File: config.mk
export PLATFORM = sky130hd
export DESIGN_NAME = fb_write_sched
export DESIGN_NICKNAME = d
export VERILOG_FILES = /design/src/rtl/fb_write_sched.sv
export SDC_FILE = /design/constraint.sdc
export NUM_CORES = 1
export LEC_CHECK = 0
export ABC_AREA = 1
export CORE_ASPECT_RATIO = 1.2
export CORE_MARGIN = 4
export CORE_UTILIZATION = 42
export DETAILED_ROUTE_END_ITERATION = 8
export MAX_ROUTING_LAYER = met4
export PLACE_DENSITY = 0.75
export SYNTH_ARGS = -nofsm -noshare
export SYNTH_HDL_FRONTEND = slang
export SYNTH_SLANG_ARGS = --single-unit
File: constraint.sdc
create_clock -name clk -period 2.11 [get_ports clk]
set_input_delay 0.633 -clock clk [delete_from_list [all_inputs] [get_ports clk]]
set_output_delay 0.633 -clock clk [all_outputs]
set_load 0.005 [all_outputs]
File: src/rtl/fb_write_sched.sv
// Framebuffer write scheduler: PPU pixel FIFO, optional clear engine, OSD port.
// Clear engine compiled only when FB_CLEAR_EN is defined.
module fb_write_sched #(
  parameter int unsigned FIFO_DEPTH  = 4,
  parameter logic [5:0]  CLEAR_COLOR = 6'h0F
) (
  input  logic        clk,
  input  logic        rst_n,
  input  logic        ppu_valid,
  input  logic [8:0]  ppu_x,
  input  logic [8:0]  ppu_y,
  input  logic [5:0]  ppu_pixel,
  input  logic        osd_valid,
  input  logic [15:0] osd_addr,
  input  logic [5:0]  osd_pixel,
  output logic        osd_ready,
  input  logic        clear_req,
  output logic        clear_busy,
  output logic        fb_wren,
  output logic [15:0] fb_addr,
  output logic [5:0]  fb_data,
  output logic        ppu_overflow
);

  localparam int unsigned PTR_W     = (FIFO_DEPTH > 1) ? $clog2(FIFO_DEPTH) : 1;
  localparam logic [PTR_W:0] DEPTH_CNT = (PTR_W+1)'(FIFO_DEPTH);
  localparam logic [15:0] LAST_ADDR = 16'd61439;

  typedef struct packed {
    logic [15:0] addr;
    logic [5:0]  data;
  } entry_t;

  entry_t           mem_q [FIFO_DEPTH];
  logic [PTR_W-1:0] wr_ptr_q, wr_ptr_d;
  logic [PTR_W-1:0] rd_ptr_q, rd_ptr_d;
  logic [PTR_W:0]   count_q, count_d;
  logic             overflow_q, overflow_d;
  logic             fb_wren_q, fb_wren_d;
  logic [15:0]      fb_addr_q, fb_addr_d;
  logic [5:0]       fb_data_q, fb_data_d;

  logic   ppu_qual, fifo_empty, fifo_full, fifo_pop, fifo_push;
  logic   clear_busy_int, clear_grant;
  logic   osd_ready_int;
  logic   grant_hold;
  entry_t head, push_entry;

  // Constant-low hook that freezes FIFO drain when driven high.
  assign grant_hold = 1'b0;

  always_comb begin
    ppu_qual   = ppu_valid && (ppu_x < 9'd256) && (ppu_y < 9'd240);
    fifo_empty = (count_q == '0);
    fifo_full  = (count_q == DEPTH_CNT);
    fifo_pop   = !fifo_empty && !grant_hold;
    fifo_push  = ppu_qual && (!fifo_full || fifo_pop);
    head       = mem_q[rd_ptr_q];
    push_entry = '{addr: {ppu_y[7:0], ppu_x[7:0]}, data: ppu_pixel};
  end

  always_comb begin
    wr_ptr_d   = wr_ptr_q;
    rd_ptr_d   = rd_ptr_q;
    count_d    = count_q;
    overflow_d = overflow_q;
    if (fifo_push) wr_ptr_d = wr_ptr_q + PTR_W'(1);
    if (fifo_pop)  rd_ptr_d = rd_ptr_q + PTR_W'(1);
    case ({fifo_push, fifo_pop})
      2'b10:   count_d = count_q + (PTR_W+1)'(1);
      2'b01:   count_d = count_q - (PTR_W+1)'(1);
      default: count_d = count_q;
    endcase
    if (ppu_qual && fifo_full && !fifo_pop) overflow_d = 1'b1;
  end

  always_ff @(posedge clk) begin
    if (fifo_push) mem_q[wr_ptr_q] <= push_entry;
  end

`ifdef FB_CLEAR_EN
  typedef enum logic [1:0] {IDLE, ARMED, CLEAR} clr_state_e;

  clr_state_e  state_q, state_d;
  logic [15:0] clr_cnt_q, clr_cnt_d;

  assign clear_busy_int = (state_q != IDLE);
  assign clear_grant    = (state_q == CLEAR) && fifo_empty;

  always_comb begin
    state_d   = state_q;
    clr_cnt_d = clr_cnt_q;
    case (state_q)
      IDLE:  if (clear_req) state_d = ARMED;
      ARMED: if (ppu_y >= 9'd240) state_d = CLEAR;
      CLEAR: begin
        if (clear_grant) begin
          if (clr_cnt_q == LAST_ADDR) begin
            state_d   = IDLE;
            clr_cnt_d = '0;
          end else begin
            clr_cnt_d = clr_cnt_q + 16'd1;
          end
        end
      end
      default: state_d = IDLE;
    endcase
  end

  always_ff @(posedge clk or negedge rst_n) begin
    if (!rst_n) begin
      state_q   <= IDLE;
      clr_cnt_q <= '0;
    end else begin
      state_q   <= state_d;
      clr_cnt_q <= clr_cnt_d;
    end
  end
`else
  logic        unused_clear;
  logic [15:0] clr_cnt_q;

  assign unused_clear   = ^{clear_req, CLEAR_COLOR};
  assign clear_busy_int = 1'b0;
  assign clear_grant    = 1'b0;
  assign clr_cnt_q      = '0;
`endif

  assign osd_ready_int = fifo_empty && !clear_busy_int;

  // Fixed priority: FIFO, then clear engine, then OSD.
  always_comb begin
    fb_wren_d = 1'b0;
    fb_addr_d = '0;
    fb_data_d = '0;
    if (fifo_pop) begin
      fb_wren_d = 1'b1;
      fb_addr_d = head.addr;
      fb_data_d = head.data;
    end else if (clear_grant) begin
      fb_wren_d = 1'b1;
      fb_addr_d = clr_cnt_q;
      fb_data_d = CLEAR_COLOR;
    end else if (osd_valid && osd_ready_int) begin
      fb_wren_d = 1'b1;
      fb_addr_d = osd_addr;
      fb_data_d = osd_pixel;
    end
  end

  always_ff @(posedge clk or negedge rst_n) begin
    if (!rst_n) begin
      wr_ptr_q   <= '0;
      rd_ptr_q   <= '0;
      count_q    <= '0;
      overflow_q <= 1'b0;
      fb_wren_q  <= 1'b0;
      fb_addr_q  <= '0;
      fb_data_q  <= '0;
    end else begin
      wr_ptr_q   <= wr_ptr_d;
      rd_ptr_q   <= rd_ptr_d;
      count_q    <= count_d;
      overflow_q <= overflow_d;
      fb_wren_q  <= fb_wren_d;
      fb_addr_q  <= fb_addr_d;
      fb_data_q  <= fb_data_d;
    end
  end

  assign osd_ready    = osd_ready_int;
  assign clear_busy   = clear_busy_int;
  assign fb_wren      = fb_wren_q;
  assign fb_addr      = fb_addr_q;
  assign fb_data      = fb_data_q;
  assign ppu_overflow = overflow_q;

endmodule

==> impl_metrics.json <==
{
  "yosysSeqAreaShare_pct": 72.91,
  "cp_slowest_stage_delay_ns": 0.43,
  "gp_congestion": 0.7788,
  "setup.worst_path.start_class": "flip-flop",
  "grt_use_total_pct": 17.53,
  "overflow": 0,
  "crit_buf_inv": 1,
  "clk_latency_ns": 0.41,
  "reg2reg_setup_slack_ns": 0.29,
  "viasPerCell": 5.073,
  "power.share.clock_pct": 30.6,
  "tightest_slew_ns": 0.7996,
  "grt_pass1_wl_um": 16590,
  "initial_utilization_pct": 42.69,
  "portBuffers": 74,
  "fmax_mhz": 507.8,
  "num_rows": 42,
  "final_cell_mix": "nand2_1 (124), nand3_1 (92), edfxtp_1 (88)",
  "end_kind": "output port",
  "final_cells": 631,
  "via_count": 3201,
  "layout_setup_ws_ns": 0.1407,
  "drv_cap": 0,
  "ant_nets": 0,
  "required_ns": 1.48,
  "ys_ff_latch": 119,
  "synth.cell_area_mm2": 0.004688,
  "pin_count": 77,
  "power_leakage_nw": 2.459,
  "outcome": "complete, no violations",
  "drive_gt1_share_pct": 10.62,
  "firstDrtPassIters": 7,
  "dr_wl_met3_um": 528,
  "peakVddDrop_mv": 0.5866,
  "pwr-share-seq_pct": 38.2,
  "fp.dieH_um": 123.7,
  "syn_inst": 394,
  "relSlewSlack_pct": 46.61,
  "place_ws_ns": -0.1827,
  "dr.first_iter.drc_count": 252,
  "timing.final.crit_period_ns": 1.969,
  "hpwl_um": 6464,
  "fin_skew_ns": 0.01019,
  "pwr_density_cell_mw_per_mm2": 1306,
  "synth_cell_type_count": 20,
  "p_switching_w": 0.002533,
  "syn2layout_area_growth_pct": 31.33,
  "path_delay_family": "flip-flops",
  "ys_warn_count": 0,
  "min_period_over_period_pct": 93.33,
  "hold_buffers": 0,
  "cts_tree": "yes",
  "finalSetupViolCount": 0,
  "cts_root_buffer": "clkbuf_16",
  "path_class": "flip-flop to output port",
  "path_cells": "nor3_4 > dlygate4sd2_1",
  "drt-met1-wl_um": 4068,
  "avgSynthCellArea_um2": 11.90,
  "routed_wl_um": 10410,
  "drc": 0,
  "hold_viol": 0,
  "crit_fanout": 4,
  "dieArea_mm2": 0.01292,
  "n_antenna_cell": 0,
  "critPathArrivalTime_ns": 1.34,
  "core_area_mm2": 0.01098,
  "ctsLongestPathBuffers": 2,
  "postSynthNetCount": 450,
  "placed_cells": 599,
  "crit_slowest_cell": "dfrtp_1",
  "grt_pass1_vias": 3382,
  "dr.max_layer_used": "met4",
  "hp-class": "primary input to async pin",
  "die_w_um": 104.4,
  "finish.utilization_pct": 56.06,
  "numCtsBuffers": 17,
  "grt_max_degree": 47,
  "p_comb_share_pct": 31.2,
  "layout_commonest_cell": "nand2_1",
  "wl_met2_um": 5589,
  "cts_sinks": 119,
  "drv_slew": 0,
  "cts_setup_buffers": 0,
  "nNetsFinal": 542,
  "rsz0062_at_grt": "no",
  "cts.clk_slew.worst_paths_ns": 0.05,
  "p_sw_share_pct": 31.50,
  "antenna_found_initial": 0,
  "wl_per_cell_um": 16.50,
  "internal_power_w": 0.005510,
  "h-tree-depth": 4
}
metal layers:
metal | GRT usage [%] | up-vias
met5 | - | -
met4 | 7.398 | 0
met3 | 4.977 | 22
met2 | 30.57 | 98
met1 | 18.96 | 1547
li1 | - | 1534
repair_timing:
item | 4_1_cts | 5_1_grt
endpoints found under the hold margin | 0 | 0
setup endpoints to repair | 1 | 0
resized for setup | 1 | 0
cell families (layout without fill, tap and decap cells):
logic type,count (synthesis),count (layout),synth area share [%]
other,1,1,0.07999
xor gates and xnor gates,3,3,0.5606
adders and majority gates,5,5,1.495
DFF,119,119,72.91
AOI/OAI and AO/OA,2,2,0.2133
buffers and inverters,36,141,3.603
and+or+nand+nor,228,228,21.14
metrics by stage:
stage | hold slack, ns | setup TNS (ns) | total power (W) | area, um2
final | 0.2871 | 0 | 0.008043 | 6157
after global placement | 0.3662 | -9.679 | 0.005531 | 5649
after floorplan | 0.3374 | -31.47 | 0.004567 | 4688
after global routing | 0.3372 | 0 | 0.008527 | 6157
after CTS | 0.3084 | 0 | 0.008111 | 6157
after detailed placement | 0.3716 | -10.73 | 0.005642 | 5649
worst register-to-register path, delay by kind of cell, from the launching register on:
family / cells / cell delay [ns]
buffers and inverters: 3 / 0.49
flip-flops: 1 / 0.43
AND/OR/NAND/NOR: 4 / 0.43
adder cells (fa/ha/maj): 1 / 0.41
power by group through the flow:
stage	Clock (W)	Combinational (W)	Sequential, W
detailed placement	0	0.00253	0.00311
floorplan	0	0.00144	0.00312
global route	0.00261	0.00282	0.00311
finish	0.00246	0.00251	0.00307
global placement	0	0.00243	0.00310
CTS	0.00250	0.00253	0.00308
Yosys cell counts (all sizes together):
master | count | share of area, %
inv | 15 | 1.2
nor2 | 8 | 0.64
edfxtp | 88 | 56
ha | 4 | 1.1
xor2 | 3 | 0.56
nand2 | 126 | 10
nand3 | 92 | 9.8
conb | 1 | 0.080
dfrtp | 31 | 17
a21oi | 1 | 0.11
fa | 1 | 0.43
clkbuf | 10 | 0.80
o21ai | 1 | 0.11
or2 | 1 | 0.13
buf | 11 | 1.6
nor3 | 1 | 0.35
worst paths after layout:
kind / from / endpoint / depth (start not counted)
worst max-delay path: count_q[1] / osd_ready / 2
worst min-delay path: rst_n / fb_addr[13] / 1
worst max register to register: count_q[1] / count_q[1] / 8
worst min register to register: ppu_overflow / ppu_overflow / 0
max in group asynchronous: rst_n / fb_addr[4] / 1
min in group clk: ppu_overflow / ppu_overflow / 0
flip-flops by register name, indices dropped and copies added (netlist names):
signal	count
fb_data	6
count_q	3
fb_wren	1
rd_ptr_q	2
fb_addr	16
ppu_overflow	1
mem_q	88
wr_ptr_q	2
cell type report:
| type | count | area (um2) |
|---|---|---|
| tap | 132 | 165.2 |
| clock buffer | 27 | 483.0 |
| multi-input combinational | 239 | 1111 |
| sequential | 119 | 3418 |
| timing repair buffer | 94 | 897.1 |
| fill | 870 | 4826 |
| clock inverter | 5 | 26.28 |
| inverter | 15 | 56.30 |
Note: power is estimated with default switching activity, not from simulation.
